### src/rtl/alu_share_arbiter.sv
// Round-robin arbiter sharing one combinational Mini-ALU between two requesters.
// Latches the winner's operands, holds them for EXEC_CYCLES, then returns the sampled result.
module alu_share_arbiter #(
  parameter int WIDTH       = 6,
  parameter int OPW         = 3,
  parameter int EXEC_CYCLES = 1
) (
  input  logic             clk,
  input  logic             rst_n,
  input  logic             req0_valid,
  input  logic [OPW-1:0]   req0_op,
  input  logic [WIDTH-1:0] req0_a,
  input  logic [WIDTH-1:0] req0_b,
  output logic             req0_ready,
  input  logic             req1_valid,
  input  logic [OPW-1:0]   req1_op,
  input  logic [WIDTH-1:0] req1_a,
  input  logic [WIDTH-1:0] req1_b,
  output logic             req1_ready,
  output logic [WIDTH-1:0] alu_a,
  output logic [WIDTH-1:0] alu_b,
  output logic [OPW-1:0]   alu_op,
  input  logic [WIDTH-1:0] alu_x,
  output logic             rsp_valid,
  input  logic             rsp_ready,
  output logic [WIDTH-1:0] rsp_data,
  output logic             rsp_id,
  output logic             busy
);

  typedef enum logic [1:0] {IDLE, EXEC, RESP} state_t;

  localparam logic [3:0] CNT_INIT = 4'(EXEC_CYCLES - 1);

  state_t     state, state_d;
  logic       ptr;
  logic [3:0] cnt;
  logic       grant0, grant1;

  // Ready is the registered-state-qualified grant, so an accept is simply valid & ready.
  always_comb begin
    grant0     = req0_valid && (!req1_valid || !ptr);
    grant1     = req1_valid && (!req0_valid ||  ptr);
    req0_ready = rst_n && (state == IDLE) && grant0;
    req1_ready = rst_n && (state == IDLE) && grant1;
    state_d    = state;
    case (state)
      IDLE:    if (grant0 || grant1) state_d = EXEC;
      EXEC:    if (cnt == '0)        state_d = RESP;
      RESP:    if (rsp_ready)        state_d = IDLE;
      default:                       state_d = IDLE;
    endcase
  end

  always_ff @(posedge clk) begin
    if (!rst_n) begin
      state     <= IDLE;
      ptr       <= 1'b0;
      cnt       <= '0;
      alu_a     <= '0;
      alu_b     <= '0;
      alu_op    <= '0;
      rsp_valid <= 1'b0;
      rsp_data  <= '0;
      rsp_id    <= 1'b0;
    end else begin
      state <= state_d;
      case (state)
        IDLE: begin
          if (req0_ready) begin
            alu_a  <= req0_a;
            alu_b  <= req0_b;
            alu_op <= req0_op;
            rsp_id <= 1'b0;
            ptr    <= 1'b1;
            cnt    <= CNT_INIT;
          end else if (req1_ready) begin
            alu_a  <= req1_a;
            alu_b  <= req1_b;
            alu_op <= req1_op;
            rsp_id <= 1'b1;
            ptr    <= 1'b0;
            cnt    <= CNT_INIT;
          end
        end
        EXEC: begin
          if (cnt == '0) begin
            rsp_data  <= alu_x;
            rsp_valid <= 1'b1;
          end else begin
            cnt <= cnt - 4'd1;
          end
        end
        RESP: begin
          if (rsp_ready) rsp_valid <= 1'b0;
        end
        default: ;
      endcase
    end
  end

  assign busy = (state != IDLE);

endmodule
### config.mk
export PLATFORM = sky130hd
export DESIGN_NAME = alu_share_arbiter
export DESIGN_NICKNAME = d
export VERILOG_FILES = /design/src/rtl/alu_share_arbiter.sv
export SDC_FILE = /design/constraint.sdc
export NUM_CORES = 1
export LEC_CHECK = 0
export CORE_ASPECT_RATIO = 2
export CORE_MARGIN = 3
export CORE_UTILIZATION = 28
export CTS_BUF_LIST = sky130_fd_sc_hd__clkbuf_16
export DETAILED_ROUTE_END_ITERATION = 8
export GPL_TIMING_DRIVEN = 0
export SYNTH_ARGS = -nofsm -noshare
export SYNTH_HDL_FRONTEND = slang
export SYNTH_SLANG_ARGS = --single-unit
### constraint.sdc
create_clock -name clk -period 3.31 [get_ports clk]
set_input_delay 0.662 -clock clk [delete_from_list [all_inputs] [get_ports clk]]
set_output_delay 0.662 -clock clk [all_outputs]
set_load 0.01 [all_outputs]
==> results of run 1 <==
==> cell usage after synthesis <==
| cell type | instances | area, um^2 |
|---|---|---|
| dfxtp_1 | 30 | 601 |
| and3_1 | 13 | 81.3 |
| a221o_1 | 12 | 120 |
| a21oi_1 | 8 | 40.0 |
| nand3_1 | 8 | 40.0 |
| inv_1 | 7 | 26.3 |
| o21ai_0 | 7 | 35.0 |
| clkbuf_1 | 6 | 22.5 |
| a31oi_1 | 5 | 31.3 |
| nand3b_1 | 5 | 37.5 |
| and4_1 | 3 | 26.3 |
| buf_2 | 3 | 15.0 |
| buf_6 | 3 | 33.8 |
| nand2_1 | 3 | 11.3 |
| nor2_1 | 3 | 11.3 |
| o311a_1 | 3 | 30.0 |
| ha_1 | 2 | 25.0 |
| nand2b_1 | 2 | 12.5 |
| nor3b_1 | 2 | 15.0 |
| o211ai_1 | 2 | 15.0 |
| o22ai_1 | 2 | 12.5 |
| or3_1 | 2 | 12.5 |
| a21boi_1 | 1 | 7.51 |
| a22oi_1 | 1 | 7.51 |
| a31o_2 | 1 | 8.76 |
| and2_1 | 1 | 6.26 |
| and2b_1 | 1 | 7.51 |
| nand2b_4 | 1 | 13.8 |
| nand4b_1 | 1 | 8.76 |
| nor3b_2 | 1 | 12.5 |
| o21a_1 | 1 | 7.51 |
| o221ai_1 | 1 | 8.76 |
| or2_4 | 1 | 8.76 |
| or3b_2 | 1 | 8.76 |
| or4_1 | 1 | 7.51 |
==> what timing repair did <==
item                                   4_1_cts  5_1_grt
gates resized for setup                      0        4
endpoints found under the hold margin        0        0
setup endpoints to repair                    0        1
==> placed cells by master (no fill, tap or decap), types with 3 or more instances in the layout <==
cell,synthesis,layout
clkdlybuf4s50_1,0,66
dfxtp_1,30,30
and3_1,13,13
a221o_1,12,12
nand3_1,8,8
a21oi_1,8,8
inv_1,7,7
o21ai_0,7,7
clkbuf_1,6,6
nand3b_1,5,5
a31oi_1,5,5
clkbuf_16,0,5
nand2_1,3,3
buf_6,3,3
nor2_1,3,3
and4_1,3,3
o311a_1,3,3
==> state kept, by name, summed over array words and instances (netlist names) <==
signal and cells:
alu_a 6, alu_b 6, alu_op 3, cnt 4, ptr 1, rsp_data 6, rsp_id 1, rsp_valid 1
state 2
==> power groups by stage <==
stage                     combinational [W]  sequential, W  clock (W)
final                              0.000245       0.000418   0.000434
after global routing               0.000266       0.000423   0.000459
after CTS                          0.000247       0.000416   0.000443
after detailed placement           0.000246       0.000423          0
after global placement             0.000244       0.000423          0
after floorplan                   0.0000916       0.000436          0
==> logic make-up after synthesis <==
kind of cell,count (synthesis)
AOI/OAI and AO/OA,44
adders and majority gates,2
buffers and inverters,19
and+or+nand+nor,49
DFF,30
==> worst min-delay path: cells and delay by family (launching register included) <==
| kind | cells | cell delay (ps) |
|---|---|---|
| flip-flops | 1 | 300 |
| AO/OA/AOI/OAI | 2 | 130 |
==> worst min path at each step <==
stage                              to  slack [ps]  cells after the start
final                     rsp_data[1]         480                      2
after global placement    rsp_data[0]         460                      2
after CTS                         ptr         480                      2
after detailed placement          ptr         470                      2
after global routing         alu_a[4]         500                      1
after floorplan                   ptr         450                      2
==> area by class of cell <==
| class | count | share of cell area (%) |
|---|---|---|
| inverter | 7 | 1.17 |
| clock inverter | 3 | 0.722 |
| timing repair buffer | 66 | 29.3 |
| clock buffer | 5 | 5.56 |
| tap | 55 | 3.06 |
| multi-input combinational | 95 | 30.2 |
| buffer | 12 | 3.28 |
| sequential | 30 | 26.7 |
==> layer usage <==
metal / vias to the layer above / global-route usage (%)
met5: - / 0
met4: 0 / 5.91
met3: 6 / 3.58
met2: 46 / 28.0
met1: 653 / 15.0
li1: 692 / -
==> per-stage QoR <==
step | hold WS (ps) | instance area (um^2) | power [W]
global route | 505 | 2250 | 0.00115
CTS | 477 | 2240 | 0.00111
finish | 475 | 2250 | 0.00110
detailed placement | 471 | 2100 | 0.000669
floorplan | 450 | 1370 | 0.000527
global placement | 459 | 2100 | 0.000667
==> results by group, run 1 <==
Finish
  – Final-layout fill cell count: 454
  – Area of the multi-input gates: 681 um^2
  – Final core utilization: 48.1%
  – Reg area: 601 um^2
  – Fin nets: 260
  – Layout cell share with drive strength beyond 1: 8.72%
  – Non-Filler Instances: 273
  – Diodes inserted: 0
  – Synth-to-layout area growth: 64.5%

Logic synthesis
  – Area share of xor/xnor cells in the synthesized design: 0%
  – Post-Syn Nets: 187
  – Sequential cell area fraction in the yosys report: 43.9%
  – Post-synthesis mux area share: 0%
  – Cell Area, Synth: 1370 um^2
  – Simple-Gate Fraction of Synth Area: 23.5%
  – Synth Area in Compound Gates: 23.7%
  – Yosys synthesis warning count: 0
  – Netlist cell types: 35
  – Syn Area/Cell: 9.51 um^2
  – Gate Count Post-Synth: 144
  – Adder-Cell Fraction of Synth Area: 1.83%
  – Main combinational cell family by area after synthesis: compound AO/OA/AOI/OAI gates
  – Yosys reg bits: 30

Floorplan
  – Row cnt: 35
  – Die Wd: 55.4 um
  – Die Area: 5810 um^2
  – Die Y: 105 um
  – Io pins: 67
  – Core ar.: 4690 um^2
  – Starting Density: 29.2%

Routing
  – M1 wire length: 1.55 mm
  – Vias: 1,397
  – Wirelength per Cell: 15.1 um
  – Remaining antenna violation count after routing: 0
  – Vias/cell: 5.12
  – Highest metal used: met4
  – Met2 WL: 2.30 mm
  – Met3 wire len: 193 um
  – DRC: 0
  – Iteration-0 DRC Markers: 36
  – DRT Wirelength: 4.13 mm
  – Drt first pass iters: 4

Clocking
  – Clock slew at reported path FFs: 50 ps
  – Clk_lat worst skew: 270 ps
  – Max Root-Sink Buffers: 2
  – # hold bufs at CTS: 0
  – Postcts setup bufs: 0
  – CTS tree: yes
  – CTS buffer count: 5
  – CTS H-tree lvls: 2
  – Root buf cell: clkbuf_16
  – Clk sinks: 30

Setup path
  – Worst path arrival time: 2500 ps
  – Slowest stage delay, CP: 550 ps
  – Worst-path fanout max: 10
  – Cells along the critical path: clkdlybuf4s50_1 > nor3b_4 > buf_4 > nand2_1 > inv_1 > clkdlybuf4s50_1
  – Worst r2r src: cnt[0]
  – CP delay by family, top: buffers and inverters
  – R2r endpoint: rsp_data[0]
  – Slowest stage cell, crit path: clkdlybuf4s50_1
  – WP buf/inv: 4
  – CP Launch Type: input port
  – Crit. End Element: output pin
  – CP Capture Point: req0_ready
  – Critical Path RT: 2650 ps
  – Worst setup path startpoint: rst_n
  – CP most frequent cell: clkdlybuf4s50_1
  – R2r setup slk: 1710 ps
  – Setup CP Type: in2out
  – R2R cell count: 6
  – Levels on crit path: 6

Global route
  – All-Layer GR Usage: 14.8%
  – Pin count of the biggest net entering global routing: 11
  – GRT overflow: 0
  – First-pass GRT wire length: 6.93 mm
  – Vias in the first global route: 1,447
  – Initial antenna violation count: 0

Placed design
  – Setup WS pre-CTS: 6.50 ps
  – GP Congestion: 0.793
  – Post-Place Cells: 265
  – Post-DP HPWL: 3.14 mm
  – I/O Buffers: 66

Power and ir drop
  – Clock power frac: 39.5%
  – Sw frac: 25.4%
  – PD cells: 487 nW/um^2
  – Pleak: 0.885 nW
  – Combinational share of power: 22.4%
  – Switching power: 0.000279 W
  – Sequential Power Share: 38.1%
  – Pint: 0.000817 W
  – Worst vdd ir: 0.384 mV

STA
  – Tcrit/Tclk final: 95.5%
  – RSZ-0062 raised after global routing: no
  – Relative slew margins: 69.4%
  – Final Hold Viols: 0
  – Setup TNS: 0 ps
  – Slew Limit Fails: 0
  – Least-Margin Pin Slew: 459 ps
  – Tmin final: 3160 ps
  – Final worst slack: 148 ps
  – Final setup skew: 6.90 ps
  – Fmax: 316 MHz
  – Setup-failing EPs final: 0

Min path
  – Min-delay worst type: reg2reg
  – Hold_sp: rsp_data[1]

Status
  – Outcome: finished, final reports clean

Run
  – MaxCap Viol Count: 0
Power figures use the tool's default switching activity.
==> inputs of run 2 (changes only) <==
Settings changed: CORE_UTILIZATION 28 to 40, PLACE_DENSITY from default to 0.79.
==> run 2 against run 1 <==
Non-clock buffer count stayed put. Clock skew is 1.9 ps lower. First-iteration DRC count fell by 14%. Combinational power is essentially flat. Cell count shrank 8.8%. Flip-flop and latch count stayed put. Routed wire length up 7.5%. Sequential share of layout area rose by 0.44 points. Clock power fell by 0.9%. Largest cell class unchanged. Global-route usage rose by 8.6 points. Sequential power barely moved. Utilization increased by 21 points.
==> results by group, run 2 (synthesis gave the netlist of run 1 again) <==
Setup path
  – Crit. End Element: output pin
  – Worst r2r src: cnt[0]
  – CP Launch Type: input port
  – Setup CP Type: in2out
  – R2R cell count: 6
  – R2r setup slk: 1630 ps
  – Worst-path fanout max: 10
  – Worst setup path startpoint: rst_n
  – Critical Path RT: 2650 ps
  – Worst path arrival time: 2530 ps
  – R2r endpoint: rsp_data[1]

Min path
  – Hold path depth: 2
  – Hold_sp: rsp_data[3]
  – Min-delay worst type: reg2reg
  – Hold Crit Endpoint: rsp_data[3]

Finish
  – Layout cell share with drive strength beyond 1: 8.26%
  – Final core utilization: 68.6%
  – Most common cell after layout, fill and taps aside: clkdlybuf4s50_1
  – Commonest cells after routing, fill and taps aside: 66 x clkdlybuf4s50_1, 30 x dfxtp_1, 13 x and3_1, 12 x a221o_1
  – Largest registers: alu_a (6), alu_b (6), rsp_data (6)
  – Area of the multi-input gates: 681 um^2
  – Reg area: 601 um^2
  – Synth-to-layout area growth: 61.9%
  – Fin nets: 260
  – Diodes inserted: 0
  – Final-layout fill cell count: 263

Routing
  – Vias: 1,473
  – Remaining antenna violation count after routing: 0
  – Iteration-0 DRC Markers: 31
  – Vias/cell: 5.92
  – DRT Wirelength: 4.45 mm
  – Drt first pass iters: 4
  – Wirelength per Cell: 17.9 um
  – DRC: 0

STA
  – Least-Margin Pin Slew: 434 ps
  – Final Hold Viols: 0
  – Tcrit/Tclk final: 96.4%
  – Final worst slack: 120 ps
  – Setup-failing EPs final: 0
  – Fmax: 314 MHz
  – Tmin final: 3190 ps
  – Relative slew margins: 71.1%
  – Final setup skew: 5.01 ps
  – Slew Limit Fails: 0

Clocking
  – Postcts setup bufs: 0
  – Max Root-Sink Buffers: 2
  – CTS H-tree lvls: 2
  – Clk_lat worst skew: 280 ps
  – CTS buffer count: 5
  – CTS tree: yes
  – Root buf cell: clkbuf_16
  – Clock slew at reported path FFs: 50 ps
  – # hold bufs at CTS: 0
  – Clk sinks: 30

Power and ir drop
  – Switching power: 0.000283 W
  – Clock power frac: 39.2%
  – Power, Total: 0.00110 W
  – Combinational share of power: 22.5%
  – Sequential Power Share: 38.3%
  – Pleak: 0.890 nW
  – PD cells: 495 nW/um^2
  – Pint: 0.000814 W
  – Sw frac: 25.8%
  – Worst vdd ir: 0.343 mV

Global route
  – First-pass GRT wire length: 7.09 mm
  – Pin count of the biggest net entering global routing: 11
  – Vias in the first global route: 1,632
  – All-Layer GR Usage: 23.4%
  – GRT overflow: 0
  – Initial antenna violation count: 0

Floorplan
  – Row cnt: 29
  – Die Y: 88.7 um
  – Io pins: 67
  – Die Wd: 47.4 um
  – Starting Density: 42.4%
  – Die Area: 4200 um^2
  – Core ar.: 3230 um^2

Placed design
  – Setup WS pre-CTS: 116 ps
  – GP Congestion: 0.876
  – I/O Buffers: 66
  – Post-DP HPWL: 3.46 mm

Status
  – Outcome: finished, final reports clean

Run
  – MaxCap Viol Count: 0
==> run 2: how the worst max path moves through the flow <==
| stage | end |
|---|---|
| final | req0_ready |
| after global routing | req0_ready |
| after CTS | req0_ready |
| after detailed placement | req0_ready |
| after global placement | req0_ready |
| after floorplan | req1_ready |
==> run 2: routing by layer <==
layer / up-vias / global-route usage, % / share of wire [%]
li1: 692 / - / -
met1: 702 / 20.0 / 35
met2: 69 / 45.2 / 57
met3: 10 / 5.30 / 6.3
met4: 0 / 11.8 / 2.4
met5: - / 0 / 0
==> run 2: critical path: stages <==
cell and delay [ps]:
clkdlybuf4s50_1 530, nor3b_4 280, buf_2 250, nand2_1 100
inv_1 140, clkdlybuf4s50_1 560
==> run 2: cell type report <==
type / instances / area share [%]
multi-input cells: 95 / 30.7
repair buffers: 66 / 29.8
flip-flops and latches: 30 / 27.1
clock buffers: 5 / 5.65
plain buffers: 12 / 3.22
well taps: 31 / 1.75
inverters: 7 / 1.19
clock inverters: 3 / 0.565
==> run 2: power groups by stage <==
stage               Combinational (W)  Clock (W)  Sequential, W
floorplan                   0.0000916          0       0.000436
global placement             0.000238          0       0.000423
detailed placement           0.000245          0       0.000425
CTS                          0.000247   0.000429       0.000419
global route                 0.000266   0.000445       0.000424
finish                       0.000247   0.000430       0.000420
==> run 2: per-stage QoR <==
stage	cell area [um^2]	TNS (ps)	instances	hold WS, ps
after floorplan	1370	0	144	450
after global placement	2070	0	241	459
after detailed placement	2070	0	241	472
after CTS	2210	0	249	482
after global routing	2220	-9.51	249	504
final	2220	0	249	478
==> run 2: what timing repair did <==
action | CTS | global route
setup endpoints to repair | 0 | 1
gates resized for setup | 0 | 2
hold endpoints to repair | 0 | 0
==> RTL edit 1: new RTL, settings of run 1 <==
The parameter `WIDTH` goes from 6 to 12.
--- a/src/rtl/alu_share_arbiter.sv
+++ b/src/rtl/alu_share_arbiter.sv
@@ -3,3 +3,3 @@
 module alu_share_arbiter #(
-  parameter int WIDTH       = 6,
+  parameter int WIDTH       = 12,
   parameter int OPW         = 3,
Ports: changed (8 resized); port bits go from 67 to 115. The function was not compared with the original's and may differ.
==> RTL edit 1 against run 1 <==
  * Final area is 66% higher
  * Area after synthesis rose by 69%
  * Combinational power grew 100%
  * Worst setup slack improved by 0.042 ns
  * Sequential cell count up 18
  * Via count rose by 91%
  * Wire length increased by 110%
  * Power up 50%
  * Die area increased by 63%
  * Critical endpoint unchanged
  * Largest power group is now registers
  * Highest routed layer unchanged
==> RTL edit 1: results (changes against run 1) <==
- DP Area: 3571 um2 (+70%)
- Global-route wire length before repair: 13660 um (+97%)
- Static Leak: 0.001291 uW (+46%)
* Net count after synthesis: 337 (+80%)
- The number of warnings printed during yosys synthesis is 0 (unchanged).
- The number of nets in the layout came to 459 (+77%).
* IR Drop Worst-Case VDD: 0.0002021 V (-47%)
- The post-detailed-placement half-perimeter wirelength came to 6492 um (+110%).
* Minimum setup slack among reg-to-reg paths: 1.22 ns (-0.49 ns)
- Latest clock arrival within the worst-skew pair: 0.29 ns (+0.02 ns)
- Placed Cells: 473 (+78%)
- The area fraction in compound gates after synthesis came to 0.2961 (+0.05937).
- The routed metal-1 wirelength was 3099 um (+100%).
- Slew at the pin with the worst max-slew slack: 0.7703 ns (+0.3117 ns)
* Post-synth top cells: sky130_fd_sc_hd__dfxtp_1, sky130_fd_sc_hd__clkbuf_1
- Critical Path Fanout Max: 10 (unchanged)
- The endpoint identified for the worst register-to-register timing path is rsp_data[11].
- The most critical setup path has its endpoint at req0_ready.
- The global router's overall resource usage came to 0.1826 (+0.03457).
- The wire length on met3 was 492 um (+150%).
- Routability Congestion: 0.7797 (-1.7%)
* Fillers: 834 (+84%)
- Cell types occupying the most area after synthesis: sky130_fd_sc_hd__dfxtp_1, sky130_fd_sc_hd__a311oi_1, sky130_fd_sc_hd__o31ai_1
- The total wire length after detailed routing came to 8654 um (+110%).
* Total of buffers placed on input and output ports: 113 (+71%)
- The number of distinct library cells after synthesis was 36 (+2.9%).
- The gate count after technology mapping is 264 (+83%).
* Total number of vias: 2662 (+91%)
* Average via count per standard cell: 5.523 (+7.9%)
- The largest clock skew in the final design came to 0.005943 ns (-0.0009606 ns).
- Status: finished clean
- Post-synthesis adder-cell area fraction: 0.01079 (-0.007494)
- First-iteration detailed-routing DRC count: 150 (+320%)
* Fraction of final layout cells with drive strength greater than 1: 0.04663 (-0.04052)
* Crit-path slowest cell: sky130_fd_sc_hd__clkdlybuf4s50_1
- The arrival time reported for the critical path endpoint came to 2.46 ns (-0.04 ns).
- The largest registers in the layout are alu_a x12, alu_b x12, rsp_data x12.
- The number of global-route vias before repair came to 2619 (+81%).
- The pre-CTS setup slack is -0.1793 ns (-0.1858 ns).
- Maximum clock frequency: 320.5 MHz (+1.3%)
* Met2 wirelength from detailed routing: 4815 um (+110%)
* Share of synthesized area occupied by flip-flops and latches: 0.4142 (-0.02452)
* Maximum number of pins on one net before global-route repair: 14 (+3)
==> RTL edit 1: worst reg2reg max path, cell delays in order (launching register included) <==
cell and delay, ns:
sky130_fd_sc_hd__dfxtp_1 0.32, sky130_fd_sc_hd__inv_1 0.11, sky130_fd_sc_hd__ha_1 0.22, sky130_fd_sc_hd__nor3b_1 0.66, sky130_fd_sc_hd__clkbuf_1 0.41, sky130_fd_sc_hd__nand3_1 0.15
sky130_fd_sc_hd__a21oi_1 0.16
==> RTL edit 1: repair_timing <==
item / in CTS / in global routing
pin swaps: 0 / 1
hold buffers: 0 / 0
setup endpoints to repair: 2 / 1
resized for setup: 3 / 1
setup buffers: 0 / 2
hold endpoints to repair: 0 / 0
==> RTL edit 1: worst min-delay path by stage <==
stage / from / to / slack, ns / cells past startpoint
3_5_place_dp: rsp_data[10] / rsp_data[10] / 0.47 / 2
6_report: rsp_data[9] / rsp_data[9] / 0.47 / 2
2_1_floorplan: ptr / ptr / 0.46 / 2
3_3_place_gp: rsp_data[6] / rsp_data[6] / 0.46 / 2
5_1_grt: rsp_data[9] / rsp_data[9] / 0.50 / 2
4_1_cts: rsp_data[10] / rsp_data[10] / 0.48 / 2
==> RTL edit 1: final cells by class <==
type / instances / area share
Multi-Input combinational cell: 175 / 0.3166
Timing Repair Buffer: 115 / 0.3075
Sequential cell: 48 / 0.2575
Buffer: 34 / 0.04225
Clock buffer: 5 / 0.03353
Tap cell: 96 / 0.03219
Inverter: 7 / 0.008048
Clock inverter: 2 / 0.002347
==> RTL edit 1: logic make-up (layout without fill, tap and decap cells) <==
| family | count (synthesis) | in the layout |
|---|---|---|
| fa+ha+maj | 2 | 2 |
| buf+inv | 41 | 163 |
| flops | 48 | 48 |
| simple gates | 80 | 80 |
| compound gates | 93 | 93 |
==> RTL edit 1: metrics by stage <==
stage | utilization | power (uW) | TNS (ns)
detailed placement | 0.4464 | 1171 | -0.3363
CTS | 0.4642 | 1663 | -0.02245
floorplan | - | 900.6 | 0
finish | 0.4664 | 1648 | 0
global route | 0.4664 | 1722 | 0
global placement | 0.4464 | 1167 | -0.3273
==> RTL edit 1: report_power, final <==
group | total (uW) | switching (uW) | leakage, uW | internal [uW]
sequential | 674 | 35.6 | 0.000394 | 639
combinational | 490 | 237 | 0.000826 | 253
clock | 483 | 212 | 0.0000709 | 272
total | 1650 | 484 | 0.00129 | 1160
==> RTL edit 1: metal layers <==
layer,up-vias,global-route usage
met4,0,0.08742
met3,18,0.02981
met1,1243,0.2027
met2,115,0.3309
li1,1286,-
met5,-,0
==> RTL edit 2: new RTL, settings of run 1 <==
Made on the original files. The 3 states of `state_t` get a one-hot encoding in 3 bits.
--- a/src/rtl/alu_share_arbiter.sv
+++ b/src/rtl/alu_share_arbiter.sv
@@ -30,3 +30,3 @@
 
-  typedef enum logic [1:0] {IDLE, EXEC, RESP} state_t;
+  typedef enum logic [2:0] {IDLE = 3'b001, EXEC = 3'b010, RESP = 3'b100} state_t;
 
Formal check against the unedited RTL: same outputs for any inputs over 10 cycles, from zero or initial values and one cycle with rst_n low; not proved beyond that.
==> RTL edit 2 against run 1 <==
  * Utilization grew 0.34 points
  * Sequential cell count up 1
  * Cell count is 2.6% lower
  * Highest routed layer unchanged
  * Wire length shrank 15%
  * Power up 6.8%
  * Worst setup slack worse by 0.014 ns
  * Clock power is 0.9% lower
  * Final area is 1.2% lower
  * Synthesized cell count decreased by 4.9%
  * Die area shrank 1.8%
  * Area after synthesis decreased by 1.9%
  * Largest cell class unchanged
==> RTL edit 2: results (changes against run 1) <==
* Endpoint of the worst register-to-register path: cnt[1]
- Status: finished clean
* Global routing usage summed across all routing layers: 0.1362 (-0.01185)
- The arrival time reported for the critical path endpoint is 2.51 ns (about the same).
- The normalized max-slew margin was 0.5292 (-0.1650).
- Post_cts resized: 1 (+1)
- Placed Cells: 258 (-2.6%)
- Total negative setup slack: 0 ns (unchanged)
- The weighted congestion at the end of routability-driven global placement came to 0.7664 (-3.4%).
* Net count after synthesis: 179 (-4.3%)
- Max stage delay on crit path: 0.54 ns
- Average via count per standard cell: 4.895 (-4.3%)
- The static leakage is 0.0009112 uW (+3.0%).
* Crit-path slowest cell: sky130_fd_sc_hd__clkdlybuf4s50_1
- DP Area: 2072 um2 (-1.3%)
- Wirelength, routed: 3517 um (-15%)
- Total inserted antenna cells: 0 (unchanged)
- First-iteration detailed-routing DRC count: 59 (+64%)
* Fraction of final layout cells with drive strength greater than 1: 0.1185 (+0.03133)
- The final worst hold slack is 0.4470 ns (-0.02827 ns).
* Clock Tree Buf Depth: 2 (unchanged)
- First-pass detailed-route iteration total: 5 (+1)
* Reg-to-reg startpoint: cnt[0]
* Average wire length per cell after detail routing: 13.22 um (-13%)
- The share of synthesized area occupied by flip-flops and latches was 0.4623 (+0.02350).
- Deepest level of the CTS H-tree: 2 (unchanged)
* Number of cells on the worst reg-to-reg path: 6 (unchanged)
- Latest clock arrival within the worst-skew pair: 0.27 ns (about the same)
- The number of distinct library cells after synthesis is 38 (+8.6%).
- The number of nets in the layout came to 252 (-3.1%).
- The number of warnings printed during yosys synthesis is 0 (unchanged).
- Launch instance of the worst min-delay path: rsp_id
- Total of buffers placed on input and output ports: 66 (unchanged)
* Critical Path Fanout Max: 10 (unchanged)
- IR Drop Worst-Case VDD: 0.0003665 V (-4.6%)
* Instance count of the mapped netlist: 137 (-4.9%)
* Hold Path End: rsp_id
- Worst Hold Class: reg -> reg
- Cell depth of the worst hold path: 1 (-1)
- Clock tree synthesis selected as its root buffer the cell sky130_fd_sc_hd__clkbuf_16.
- Fraction of registers with async set or reset after synthesis: 0 (unchanged)
* Minimum setup slack among reg-to-reg paths: 1.43 ns (-0.28 ns)
- The largest clock skew in the final design was 0.007086 ns (+0.0001821 ns).
* Total CTS buffers: 5 (unchanged)
- Post CTS Setup Buffer Count: 0 (unchanged)
* Via count of the first global-routing pass: 1345 (-7.0%)
- Placed wire-length estimate after detailed placement: 2653 um (-16%)
- Cell types occupying the most area after synthesis: sky130_fd_sc_hd__dfxtp_1, sky130_fd_sc_hd__a222oi_1, sky130_fd_sc_hd__inv_1
- The first-pass GRT wire length was 5899 um (-15%).
- Clock slew seen by the registers of the worst setup and hold paths: 0.05 ns (about the same)
- Number of antenna violations at the first check in global routing: 0 (unchanged)
- Regs by FF count: alu_a x6, alu_b x6, rsp_data x6
- Maximum number of pins on one net before global-route repair: 11 (unchanged)
- Post-synth top cells: sky130_fd_sc_hd__dfxtp_1, sky130_fd_sc_hd__inv_1, sky130_fd_sc_hd__a222oi_1
## RTL edit 2: cell type report
type	instances	area (um2)
fillers	440	2372
plain buffers	6	37.54
clock buffers	5	125.1
flip-flops and latches	31	620.6
inverters	17	63.81
repair buffers	66	660.6
well taps	55	68.82
multi-input cells	83	633.1
clock inverters	3	16.27
## RTL edit 2: through the flow
stage,setup WS (ns),total power [uW]
6_report,0.1340,1171
2_1_floorplan,1.208,593.4
5_1_grt,0.02408,1233
4_1_cts,0.0004690,1187
3_5_place_dp,-0.05121,748.5
3_3_place_gp,-0.06263,749.3
## RTL edit 2: worst max path at each step
stage | slack, ns | end | startpoint
after floorplan | 1.21 | req0_ready | req0_valid
after global placement | -0.06 | req0_ready | req0_valid
after detailed placement | -0.05 | req0_ready | req0_valid
after CTS | 0.0005 | req1_ready | rst_n
after global routing | 0.02 | req0_ready | req0_valid
final | 0.13 | req0_ready | req0_valid
## RTL edit 2: critical path, delay by kind of cell
family                 cells  cell delay (ns)
AND/OR/NAND/NOR            1             0.18
buffers and inverters      4             1.39
AO/OA/AOI/OAI              1             0.28
## RTL edit 2: logic make-up after synthesis
family	Yosys count	share of synthesized area
buf+inv	23	0.07456
flops	31	0.4623
xor+xnor	1	0.006525
compound gates	40	0.2516
mux	3	0.02237
fa+ha+maj	1	0.009318
simple gates	38	0.1734
## RTL edit 2: metal layers
layer	vias up	track usage	share of wire	wire length [um]
met4	0	0.05739	0.020	72
li1	649	-	-	-
met5	-	0	0	0
met3	6	0.03443	0.069	242
met1	592	0.1463	0.38	1322
met2	55	0.2356	0.53	1879
## RTL edit 2: power by group
group          internal, uW  switching [uW]
clock network           273             157
logic                   167             126
registers               417            31.3
total                   857             314
